**src/rtl/cv_chk_seq_if.sv**
```systemverilog
// Strobe/code bus between a SEQ source and the cv_chk_seq receive-side checker.
// The master drives the samples and clear; the slave returns the recovered position and health status.
interface cv_chk_seq_if #(
    parameter int unsigned CNT_W = 8
);
    logic             STB;
    logic             CLR;
    logic [3:0]       SEQ_I;
    logic [3:0]       NOM_O;
    logic             DIR;
    logic             LOCK;
    logic             ERR;
    logic             DIR_CHG;
    logic [CNT_W-1:0] ERR_CNT;

    modport master (
        output STB, CLR, SEQ_I,
        input  NOM_O, DIR, LOCK, ERR, DIR_CHG, ERR_CNT
    );

    modport slave (
        input  STB, CLR, SEQ_I,
        output NOM_O, DIR, LOCK, ERR, DIR_CHG, ERR_CNT
    );
endinterface

```
**src/rtl/cv_chk_seq.sv**
```systemverilog
// Receive-side checker for the 4-bit Gray sequence generator: decodes SEQ to NOM,
// infers the counting direction, tracks lock, and flags and counts broken steps.
module cv_chk_seq #(
    parameter int unsigned MISS_MAX = 3,
    parameter int unsigned CNT_W    = 8
) (
    input  logic           CLK,
    input  logic           RST,
    cv_chk_seq_if.slave    bus
);
    typedef enum logic [1:0] {IDLE, ACQ, TRACK} state_t;

    localparam logic [3:0] MISS_LIM = 4'(MISS_MAX);

    state_t     state;
    logic [3:0] last;
    logic [3:0] miss;
    logic [3:0] d;
    logic [3:0] nxt;
    logic [3:0] prv;
    logic [3:0] exp_c;
    logic [3:0] rev_c;
    logic       rej;
    logic       miss_hit;

    always_comb begin
        d        = {bus.SEQ_I[3],
                    ^bus.SEQ_I[3:2],
                    ^bus.SEQ_I[3:1],
                    ^bus.SEQ_I[3:0]};
        nxt      = last + 4'd1;
        prv      = last - 4'd1;
        exp_c    = bus.DIR ? nxt : prv;
        rev_c    = bus.DIR ? prv : nxt;
        rej      = bus.STB && (state == TRACK) &&
                   (d != exp_c) && (d != last) && (d != rev_c);
        miss_hit = ((miss + 4'd1) == MISS_LIM);
    end

    always_ff @(posedge CLK or negedge RST) begin
        if (!RST) begin
            state       <= IDLE;
            last        <= '0;
            miss        <= '0;
            bus.NOM_O   <= '0;
            bus.DIR     <= 1'b0;
            bus.LOCK    <= 1'b0;
            bus.ERR     <= 1'b0;
            bus.DIR_CHG <= 1'b0;
            bus.ERR_CNT <= '0;
        end else begin
            bus.ERR     <= 1'b0;
            bus.DIR_CHG <= 1'b0;

            // CLR wins over a same-cycle rejection; the count sticks at all-ones.
            if (bus.CLR)
                bus.ERR_CNT <= '0;
            else if (rej && (bus.ERR_CNT != '1))
                bus.ERR_CNT <= bus.ERR_CNT + CNT_W'(1);

            if (bus.STB) begin
                case (state)
                    IDLE: begin
                        last      <= d;
                        bus.NOM_O <= d;
                        state     <= ACQ;
                    end
                    ACQ: begin
                        bus.NOM_O <= d;
                        last      <= d;
                        if (d == nxt || d == prv) begin
                            bus.DIR  <= (d == nxt);
                            bus.LOCK <= 1'b1;
                            miss     <= '0;
                            state    <= TRACK;
                        end
                    end
                    TRACK: begin
                        if (d == exp_c) begin
                            last      <= d;
                            bus.NOM_O <= d;
                            miss      <= '0;
                        end else if (d == rev_c) begin
                            last        <= d;
                            bus.NOM_O   <= d;
                            bus.DIR     <= ~bus.DIR;
                            bus.DIR_CHG <= 1'b1;
                            miss        <= '0;
                        end else if (rej) begin
                            bus.ERR <= 1'b1;
                            // The rejection that exhausts the miss budget re-seeds on this sample.
                            if (miss_hit) begin
                                state     <= ACQ;
                                bus.LOCK  <= 1'b0;
                                last      <= d;
                                bus.NOM_O <= d;
                                miss      <= '0;
                            end else begin
                                miss <= miss + 4'd1;
                            end
                        end
                    end
                    default: state <= IDLE;
                endcase
            end
        end
    end
endmodule
```
**src/flat_wrapper.sv**
```systemverilog
// flat-port wrapper written by rule: the top's interface ports become plain ports
module cv_chk_seq_flat 
#(
    parameter int unsigned MISS_MAX = 3,
    parameter int unsigned CNT_W    = 8
)
  (CLK, RST, bus_STB, bus_CLR, bus_SEQ_I, bus_NOM_O, bus_DIR, bus_LOCK, bus_ERR, bus_DIR_CHG, bus_ERR_CNT);
  cv_chk_seq_if #(.CNT_W(CNT_W)) bus_i ();
  input  logic CLK;
  input  logic RST;
  input wire logic [$bits(bus_i.STB)-1:0] bus_STB;
  input wire logic [$bits(bus_i.CLR)-1:0] bus_CLR;
  input wire logic [$bits(bus_i.SEQ_I)-1:0] bus_SEQ_I;
  output wire logic [$bits(bus_i.NOM_O)-1:0] bus_NOM_O;
  output wire logic [$bits(bus_i.DIR)-1:0] bus_DIR;
  output wire logic [$bits(bus_i.LOCK)-1:0] bus_LOCK;
  output wire logic [$bits(bus_i.ERR)-1:0] bus_ERR;
  output wire logic [$bits(bus_i.DIR_CHG)-1:0] bus_DIR_CHG;
  output wire logic [$bits(bus_i.ERR_CNT)-1:0] bus_ERR_CNT;
  assign bus_i.STB = bus_STB;
  assign bus_i.CLR = bus_CLR;
  assign bus_i.SEQ_I = bus_SEQ_I;
  assign bus_NOM_O = bus_i.NOM_O;
  assign bus_DIR = bus_i.DIR;
  assign bus_LOCK = bus_i.LOCK;
  assign bus_ERR = bus_i.ERR;
  assign bus_DIR_CHG = bus_i.DIR_CHG;
  assign bus_ERR_CNT = bus_i.ERR_CNT;
  cv_chk_seq #(.MISS_MAX(MISS_MAX), .CNT_W(CNT_W)) u_core (.CLK(CLK), .RST(RST), .bus(bus_i));
endmodule
```
**config.mk**
```make
export PLATFORM = sky130hd
export DESIGN_NAME = cv_chk_seq_flat
export DESIGN_NICKNAME = d
export VERILOG_FILES = /design/src/rtl/cv_chk_seq_if.sv /design/src/rtl/cv_chk_seq.sv /design/src/flat_wrapper.sv
export SDC_FILE = /design/constraint.sdc
export NUM_CORES = 1
export LEC_CHECK = 0
export CAP_MARGIN = 20
export CORE_MARGIN = 5
export CORE_UTILIZATION = 30
export CTS_CLUSTER_SIZE = 12
export DETAILED_ROUTE_END_ITERATION = 12
export MAX_ROUTING_LAYER = met4
export PLACE_DENSITY = 0.5
export SYNTH_ARGS = -nofsm -noshare
export SYNTH_HDL_FRONTEND = slang
export SYNTH_SLANG_ARGS = --single-unit
```
**constraint.sdc**
```tcl
create_clock -name CLK -period 3.3 [get_ports CLK]
set_clock_uncertainty 0.2 [all_clocks]
set_input_delay 0.33 -clock CLK [delete_from_list [all_inputs] [get_ports CLK]]
set_output_delay 0.33 -clock CLK [all_outputs]
set_load 0.02 [all_outputs]
```
Yosys cells after proc, flatten, opt, wreduce, memory -nomap -nowiden. Cells that the tools add are included.

Flip-flop bits (word level): 22. Bits in latches: 0. Logic and storage cells: 91. ROM bits: 0. Bits in writable memories: 0. Memories kept: 0. Output and inout bits: 16.

Muxes and demuxes: 40. Eq/ne operators: 19. Reduce and logical (&&, ||, !) cells: 19. $add $sub $neg: 4. Magnitude comparators: 0. Div/mod/pow operators: 0. Shift operators: 0. Multipliers: 0. Bitwise gates (word level): 1.

Operators by type and width (count): $mux 4 (11); $mux 1 (17); $eq 4x4->1 (4); $mux 8 (2); $pmux 4 s2 (2); $ne 4x4->1 (3); $mux 2 (5); $add 4x1->4 const B (2); $add 8x1->8 const B (1); $ne 4x3->1 const B (2); $ne 8x8->1 const B (1); $reduce_and 4->1 (2); $reduce_and 7->1 (1); $ne 2x1->1 const B (3); $ne 2x2->1 const B (3); $pmux 2 s3 (1); $reduce_and 6->1 (1); $reduce_bool 2->1 (3); $logic_and 1x1->1 (5); $reduce_and 5->1 (1); $eq 4x2->1 const B (1); $pmux 1 s2 (2); $reduce_xor 4->1 (1); $sub 4x1->4 const B (1); 8 further kinds (8).

Depth between registers and ports, before layout. Gate-level depths: netlist of the first run.

Word-level depth: 11. Mapped depth: 9.

Least setup slack after synthesis of the first run. OpenSTA, ideal clock, no wires.

Path kind: reg2reg. Start: register u_core.bus.NOM_O[0] (netlist name). End: register u_core.bus.NOM_O[3]. Library setup time: 0.125 ns. Arrival: 2.458 ns. Setup slack: 0.518 ns. Stages on the path, launching flop included: 9. Required time: 2.975 ns. Clock period less this slack: 2.782 ns. Cells stage by stage: dfrtp_1 > inv_1 > ha_1 > xor2_1 > xnor2_2 > nand4bb_1 > a21o_2 > a311oi_4 > mux2_2.

RTL lines: end signal: assignment (RTL line cv_chk_seq.sv:45) `bus.NOM_O <= '0;`; end signal: assignment (RTL line cv_chk_seq.sv:65) `bus.NOM_O <= d;`; end signal: assignment (RTL line cv_chk_seq.sv:69) `bus.NOM_O <= d;`; end: declaration (RTL line cv_chk_seq_if.sv:23) `output NOM_O, DIR, LOCK, ERR, DIR_CHG, ERR_CNT`.

==> metrics, run 1 <==
die boundary height=86.8 µm; Post-CTS Resized=0; portion of synthesized cell area occupied by the leading cell type=31.1%; total half-perimeter wirelength after legalization and detailed placement=3020 µm; die outline width=86.8 µm; required arrival time at the worst endpoint=3260 ps; average footprint of a synthesized cell=10.0 µm²; setup repair after global routing missed its margin=false; maximum clock insertion buffer count=2; Post-Route WL=4010 µm; most common library cell in the layout ignoring fill and taps=sky130_fd_sc_hd__clkdlybuf4s50_1; DRC viols=0; cell internal pwr=919 µW; post-placement setup slack=140 ps; Post-DP Area=2090 µm²; nature of the critical path endpoint=register; count of input and output buffers=23; result of the run=completed; number of enable flip-flop cells after synthesis=0; post-CTS setup-driven buffer insertion count=0; Final nets=222; crit path max-delay cell type=sky130_fd_sc_hd__dfrtp_1; number of clock buffers inserted by TritonCTS=3; DR pass1 iterations=4; first-iteration detailed-routing DRC count=110; synthesized-area fraction occupied by ao, oa, aoi and oai cells=14.9%; setup TNS=0 ps; CTS tree=done; antenna cells=0; count of unique library cells instantiated by Yosys=55; via count of the first global-routing pass=1,385; CTS Hold Buffers Added=0; power density over the cells=758 nW/µm²; net count after synthesis=194; RR Endpoint=u_core.state[1]; starting density of the core=30.4%; worst setup path startpoint=u_core.bus.NOM_O[1]; highest attainable clock frequency=348 MHz; placeable core region=5820 µm²; worst min-delay path class=in2async; clock-pin transition on the worst setup and hold timing paths=90 ps; area delta synth->final=22.5%; via count=1,415; final worst path period share=87.0%; beginning of the worst register-to-register path=u_core.bus.NOM_O[1]; Simple-Gate Fraction of Synth Area=24.7%; Max rail drop VDD=0.377 mV; antenna violations before repair=0; synthesis warning total=0; post-route ant nets=0; placement row count=28; cell taking the most area after synthesis=sky130_fd_sc_hd__dfrtp_1; Finished Cell Area=2170 µm²; Critical Path Start Type=register; proportion of layout cells with a drive suffix above 1=14.3%; CP peak stage delay=520 ps; largest net degree at the start of global routing=23; data arrival time of the worst path=2840 ps; final hold viol count=0; Clock Root Buffer=sky130_fd_sc_hd__clkbuf_8; commonest cells after routing, fill and taps aside=23 x sky130_fd_sc_hd__clkdlybuf4s50_1, 22 x sky130_fd_sc_hd__dfrtp_1, 14 x sky130_fd_sc_hd__nor2_1; internal reg-to-reg setup slack=430 ps; fraction of the mapped netlist area in adder cells=7.08%; combined area of all synthesized cells=1770 µm²; register area share after synthesis=31.1%; number of sinks driven by the clock tree=22; count of final setup violators=0; Avg WL per Cell=14.4 µm; total global routing track utilization=12.1%; type of the setup path with the least slack=reg2reg; max-capacitance violation count=0; top_reg_cell synth=sky130_fd_sc_hd__dfrtp_1; post-synthesis xor/xnor area fraction=12.0%; number of H-tree levels=1; Synth Instances=176; proportion of total power due to net switching=44.0%; r2r worst-path depth=9; largest family of logic cells by synthesized area=simple AND/OR/NAND/NOR gates; ordered cell list for the critical path=inv_1 -> ha_1 -> xor2_1 -> xnor2_2 -> nand4bb_1 -> a21oi_2 -> nor3_2 -> o211ai_2 -> mux2_4; global-route wire length before repair=7070 µm; clock network fraction of design power=16.1%; largest fanout on the critical path=9; slew at the pin with the worst max-slew slack=426 ps; insertion delay of the later-clocked pin in the worst-skew pair=270 ps; final setup margin=428 ps; total global routing overflow=0; relative slew slack=71.5%; capture point of the critical path=u_core.state[1]; Area contributors post-synth=sky130_fd_sc_hd__dfrtp_1 31%, sky130_fd_sc_hd__ha_1 7.1%, sky130_fd_sc_hd__xnor2_1 5.4%; die footprint=7530 µm²; leakage power figure=0.896 nW; proportion of power drawn by flip-flops and latches=25.9%; Gate power share=58.0%; num ports=24; net switching power=723 µW; share of cell area taken by muxes after synthesis=5.66%; last weighted congestion value of the routability-driven placer=0.717; Via density=5.09; shortest period the worst path allows=2870 ps; fraction of registers with async set/reset=100%; Max Slew Vio Count=0; flip-flop and latch count after synthesis=22
## worst min-delay path by stage
| stage | depth (start not counted) | from | end |
|---|---|---|---|
| finish | 2 | RST | u_core.bus.NOM_O[1] |
| global route | 2 | RST | u_core.bus.ERR_CNT[2] |
| CTS | 2 | RST | u_core.bus.NOM_O[1] |
| detailed placement | 1 | u_core.bus.LOCK | u_core.bus.LOCK |
| global placement | 1 | u_core.bus.LOCK | u_core.bus.LOCK |
| floorplan | 0 | RST | u_core.bus.DIR |
## kinds of logic after synthesis
logic type                 count (synthesis)
and+or+nand+nor                           67
AOI/OAI and AO/OA                         33
DFF                                       22
xor gates and xnor gates                  20
buffers and inverters                     15
adders and majority gates                 10
muxes                                      9
## layer usage
layer	track usage, %	vias up	wire length (µm)
met3	2.85	2	159
met2	18.6	22	1810
li1	-	706	-
met1	16.5	685	2020
met5	-	-	0
met4	1.98	0	21
## area by class of cell
type                    instances  area, µm²
clock inverters                 1       30.0
flip-flops and latches         22        551
multi-input cells             139       1140
clock buffers                   3       41.3
fillers                       605       3650
repair buffers                 30        283
well taps                      75       93.8
inverters                       8       30.0
## cell usage after synthesis, drive strengths merged (2+ instances only)
cell / count
a21o: 3
a21oi: 6
a31o: 2
a31oi: 2
a32o: 2
a41oi: 3
and3: 2
buf: 4
clkbuf: 3
dfrtp: 22
ha: 10
inv: 8
mux2: 5
mux2i: 4
nand2: 8
nand2b: 2
nand3: 7
nand3b: 2
nand4: 7
nand4b: 3
nor2: 14
nor2b: 2
nor3: 7
nor4: 2
o211ai: 3
o21ai: 5
or4: 3
xnor2: 12
xnor3: 2
xor2: 6
## registers in the layout (all words and copies together) (netlist names)
signal	flops
u_core.bus.ERR_CNT	8
u_core.bus.DIR	1
u_core.bus.DIR_CHG	1
u_core.bus.LOCK	1
u_core.bus.ERR	1
u_core.miss	4
u_core.bus.NOM_O	4
u_core.state	2
## critical path, delay by kind of cell (launching register included)
kind | cells | cell delay [ps]
flops | 1 | 520
mux | 1 | 310
xor+xnor | 2 | 380
buf+inv | 1 | 120
fa+ha+maj | 1 | 340
compound gates | 2 | 560
simple gates | 2 | 330
## power by group through the flow
stage	Clock, mW	Sequential, mW	Combinational, mW
after floorplan	0	0.437	0.707
after global placement	0	0.433	0.953
after detailed placement	0	0.431	0.956
after CTS	0.273	0.426	0.959
after global routing	0.284	0.445	1.04
final	0.264	0.425	0.953
## stage by stage
stage	power [mW]	cells	hold slack (ps)	utilization, %
2_1_floorplan	1.14	176	-166	-
6_report	1.64	278	219	37.2
3_3_place_gp	1.39	274	310	36.0
4_1_cts	1.66	278	230	37.2
5_1_grt	1.77	278	245	37.2
3_5_place_dp	1.39	274	295	36.0
(Power assumes the default switching activity.)
==> run 2: changes to the inputs <==
--- a/config.mk
+++ b/config.mk
@@ -12,6 +12,7 @@
 export DETAILED_ROUTE_END_ITERATION = 12
 export MAX_ROUTING_LAYER = met4
 export PLACE_DENSITY = 0.5
+export RECOVER_POWER = 25
 export SYNTH_ARGS = -nofsm -noshare
 export SYNTH_HDL_FRONTEND = slang
 export SYNTH_SLANG_ARGS = --single-unit
==> run 2 against run 1 <==
Against the previous run:
- critical path depth unchanged
- setup slack is the same
- total power hardly changed
- largest cell class unchanged
- maximum frequency is the same
- sequential power about the same
- cell area down 0.17%
- register-to-register slack is essentially flat
- combinational power about the same
- first-iteration DRC count grew 3.6%
- routed wire length is essentially flat
- cell count did not move
==> metrics, run 2 (same netlist as run 1, synthesis figures left out) <==
result of the run=completed; required arrival time at the worst endpoint=3260 ps; kind of cell with the highest combined delay on the critical path=compound AO/OA/AOI/OAI gates; leakage power figure=0.892 nW; last weighted congestion value of the routability-driven placer=0.717; Clock Root Buffer=sky130_fd_sc_hd__clkbuf_8; max-capacitance violation count=0; setup TNS=0 ps; Post-CTS Resized=0; Critical Path Start Type=register; via count=1,415; capture point of the critical path=u_core.state[1]; post-route ant nets=0; global-route wire length before repair=7070 µm; via count of the first global-routing pass=1,385; register with the most flip-flops=u_core.bus.ERR_CNT; nature of the critical path endpoint=register; CTS tree=done; relative slew slack=9.56%; beginning of the worst register-to-register path=u_core.bus.NOM_O[1]; power density over the cells=759 nW/µm²; crit path buf inv count=1; highest attainable clock frequency=348 MHz; die boundary height=86.8 µm; commonest cells after routing, fill and taps aside=22 x sky130_fd_sc_hd__clkdlybuf4s50_1, 22 x sky130_fd_sc_hd__dfrtp_1, 14 x sky130_fd_sc_hd__nor2_1; CTS Hold Buffers Added=0; proportion of layout cells with a drive suffix above 1=13.8%; crit path max-delay cell type=sky130_fd_sc_hd__dfrtp_1; clock-pin transition on the worst setup and hold timing paths=90 ps; final worst path period share=87.0%; total power after layout=1.64 mW; Avg WL per Cell=14.4 µm; Post-Route WL=4000 µm; area delta synth->final=22.3%; Final nets=222; Max rail drop VDD=0.377 mV; ordered cell list for the critical path=inv_1 -> ha_1 -> xor2_1 -> xnor2_2 -> nand4bb_1 -> a21oi_2 -> nor3_2 -> o211ai_2 -> mux2_4; antenna violations before repair=0; die outline width=86.8 µm; final hold viol count=0; setup repair after global routing missed its margin=false; type of the setup path with the least slack=reg2reg; internal reg-to-reg setup slack=430 ps; number of H-tree levels=1; largest net degree at the start of global routing=23; number of sinks driven by the clock tree=22; antenna cells=0; largest fanout on the critical path=9; total global routing track utilization=12.1%; final cell utilization of the core=37.2%; Max Slew Vio Count=0; number of stages on the worst setup path=9; largest registers in the final layout=u_core.bus.ERR_CNT (8), u_core.bus.NOM_O (4), u_core.miss (4); DR pass1 iterations=4; starting density of the core=30.4%; count of input and output buffers=23; CP peak stage delay=520 ps; worst min-delay path class=reg2reg; count of final setup violators=0; Via density=5.09; placement row count=28; die footprint=7530 µm²; RR Endpoint=u_core.state[1]; insertion delay of the later-clocked pin in the worst-skew pair=270 ps; worst setup path startpoint=u_core.bus.NOM_O[1]; slew at the pin with the worst max-slew slack=1360 ps; total half-perimeter wirelength after legalization and detailed placement=3020 µm; first-iteration detailed-routing DRC count=114; number of clock buffers inserted by TritonCTS=3; num ports=24; DRC viols=0; placeable core region=5820 µm²; post-CTS setup-driven buffer insertion count=0; total global routing overflow=0; maximum clock insertion buffer count=2; data arrival time of the worst path=2840 ps; Largest register FFs=8; r2r worst-path depth=9; tightest hold margin=337 ps; shortest period the worst path allows=2870 ps
run 2: routing by layer:
metal	global-route usage (%)	vias to the layer above	wire (µm)
li1	-	706	-
met1	16.5	685	2010
met2	18.6	22	1810
met3	2.85	2	158
met4	1.98	0	21
met5	-	-	0
run 2: worst reg2reg max path: stages, from the launching register on:
cell                        delay, ps
sky130_fd_sc_hd__dfrtp_1          520
sky130_fd_sc_hd__inv_1            120
sky130_fd_sc_hd__ha_1             340
sky130_fd_sc_hd__xor2_1           230
sky130_fd_sc_hd__xnor2_2          150
sky130_fd_sc_hd__nand4bb_1        190
sky130_fd_sc_hd__a21oi_2          360
sky130_fd_sc_hd__nor3_2           140
sky130_fd_sc_hd__o211ai_2         210
sky130_fd_sc_hd__mux2_4           310
run 2: worst min-delay path by stage:
stage	depth (start not counted)	end	from
5_1_grt	1	u_core.bus.LOCK	u_core.bus.LOCK
3_3_place_gp	1	u_core.bus.LOCK	u_core.bus.LOCK
2_1_floorplan	0	u_core.bus.DIR	RST
3_5_place_dp	1	u_core.bus.LOCK	u_core.bus.LOCK
6_report	1	u_core.bus.LOCK	u_core.bus.LOCK
4_1_cts	2	u_core.bus.NOM_O[1]	RST
run 2: layout make-up:
type / instances / area (µm²)
timing repair buffer: 30 / 279
tap: 75 / 93.8
fill: 607 / 3650
multi-input combinational: 139 / 1140
sequential: 22 / 551
inverter: 8 / 30.0
clock inverter: 1 / 30.0
clock buffer: 3 / 41.3
run 2: through the flow:
step | instances | area, µm² | setup slack (ps)
floorplan | 176 | 1770 | 518
global placement | 274 | 2090 | 166
detailed placement | 274 | 2090 | 140
CTS | 278 | 2170 | 398
global route | 278 | 2160 | 206
finish | 278 | 2160 | 428
run 2: where the power goes:
part,switching [mW],internal (mW),total [mW]
sequential,0.101,0.324,0.425
clock,0.102,0.162,0.264
combinational,0.520,0.431,0.952
total,0.723,0.918,1.64
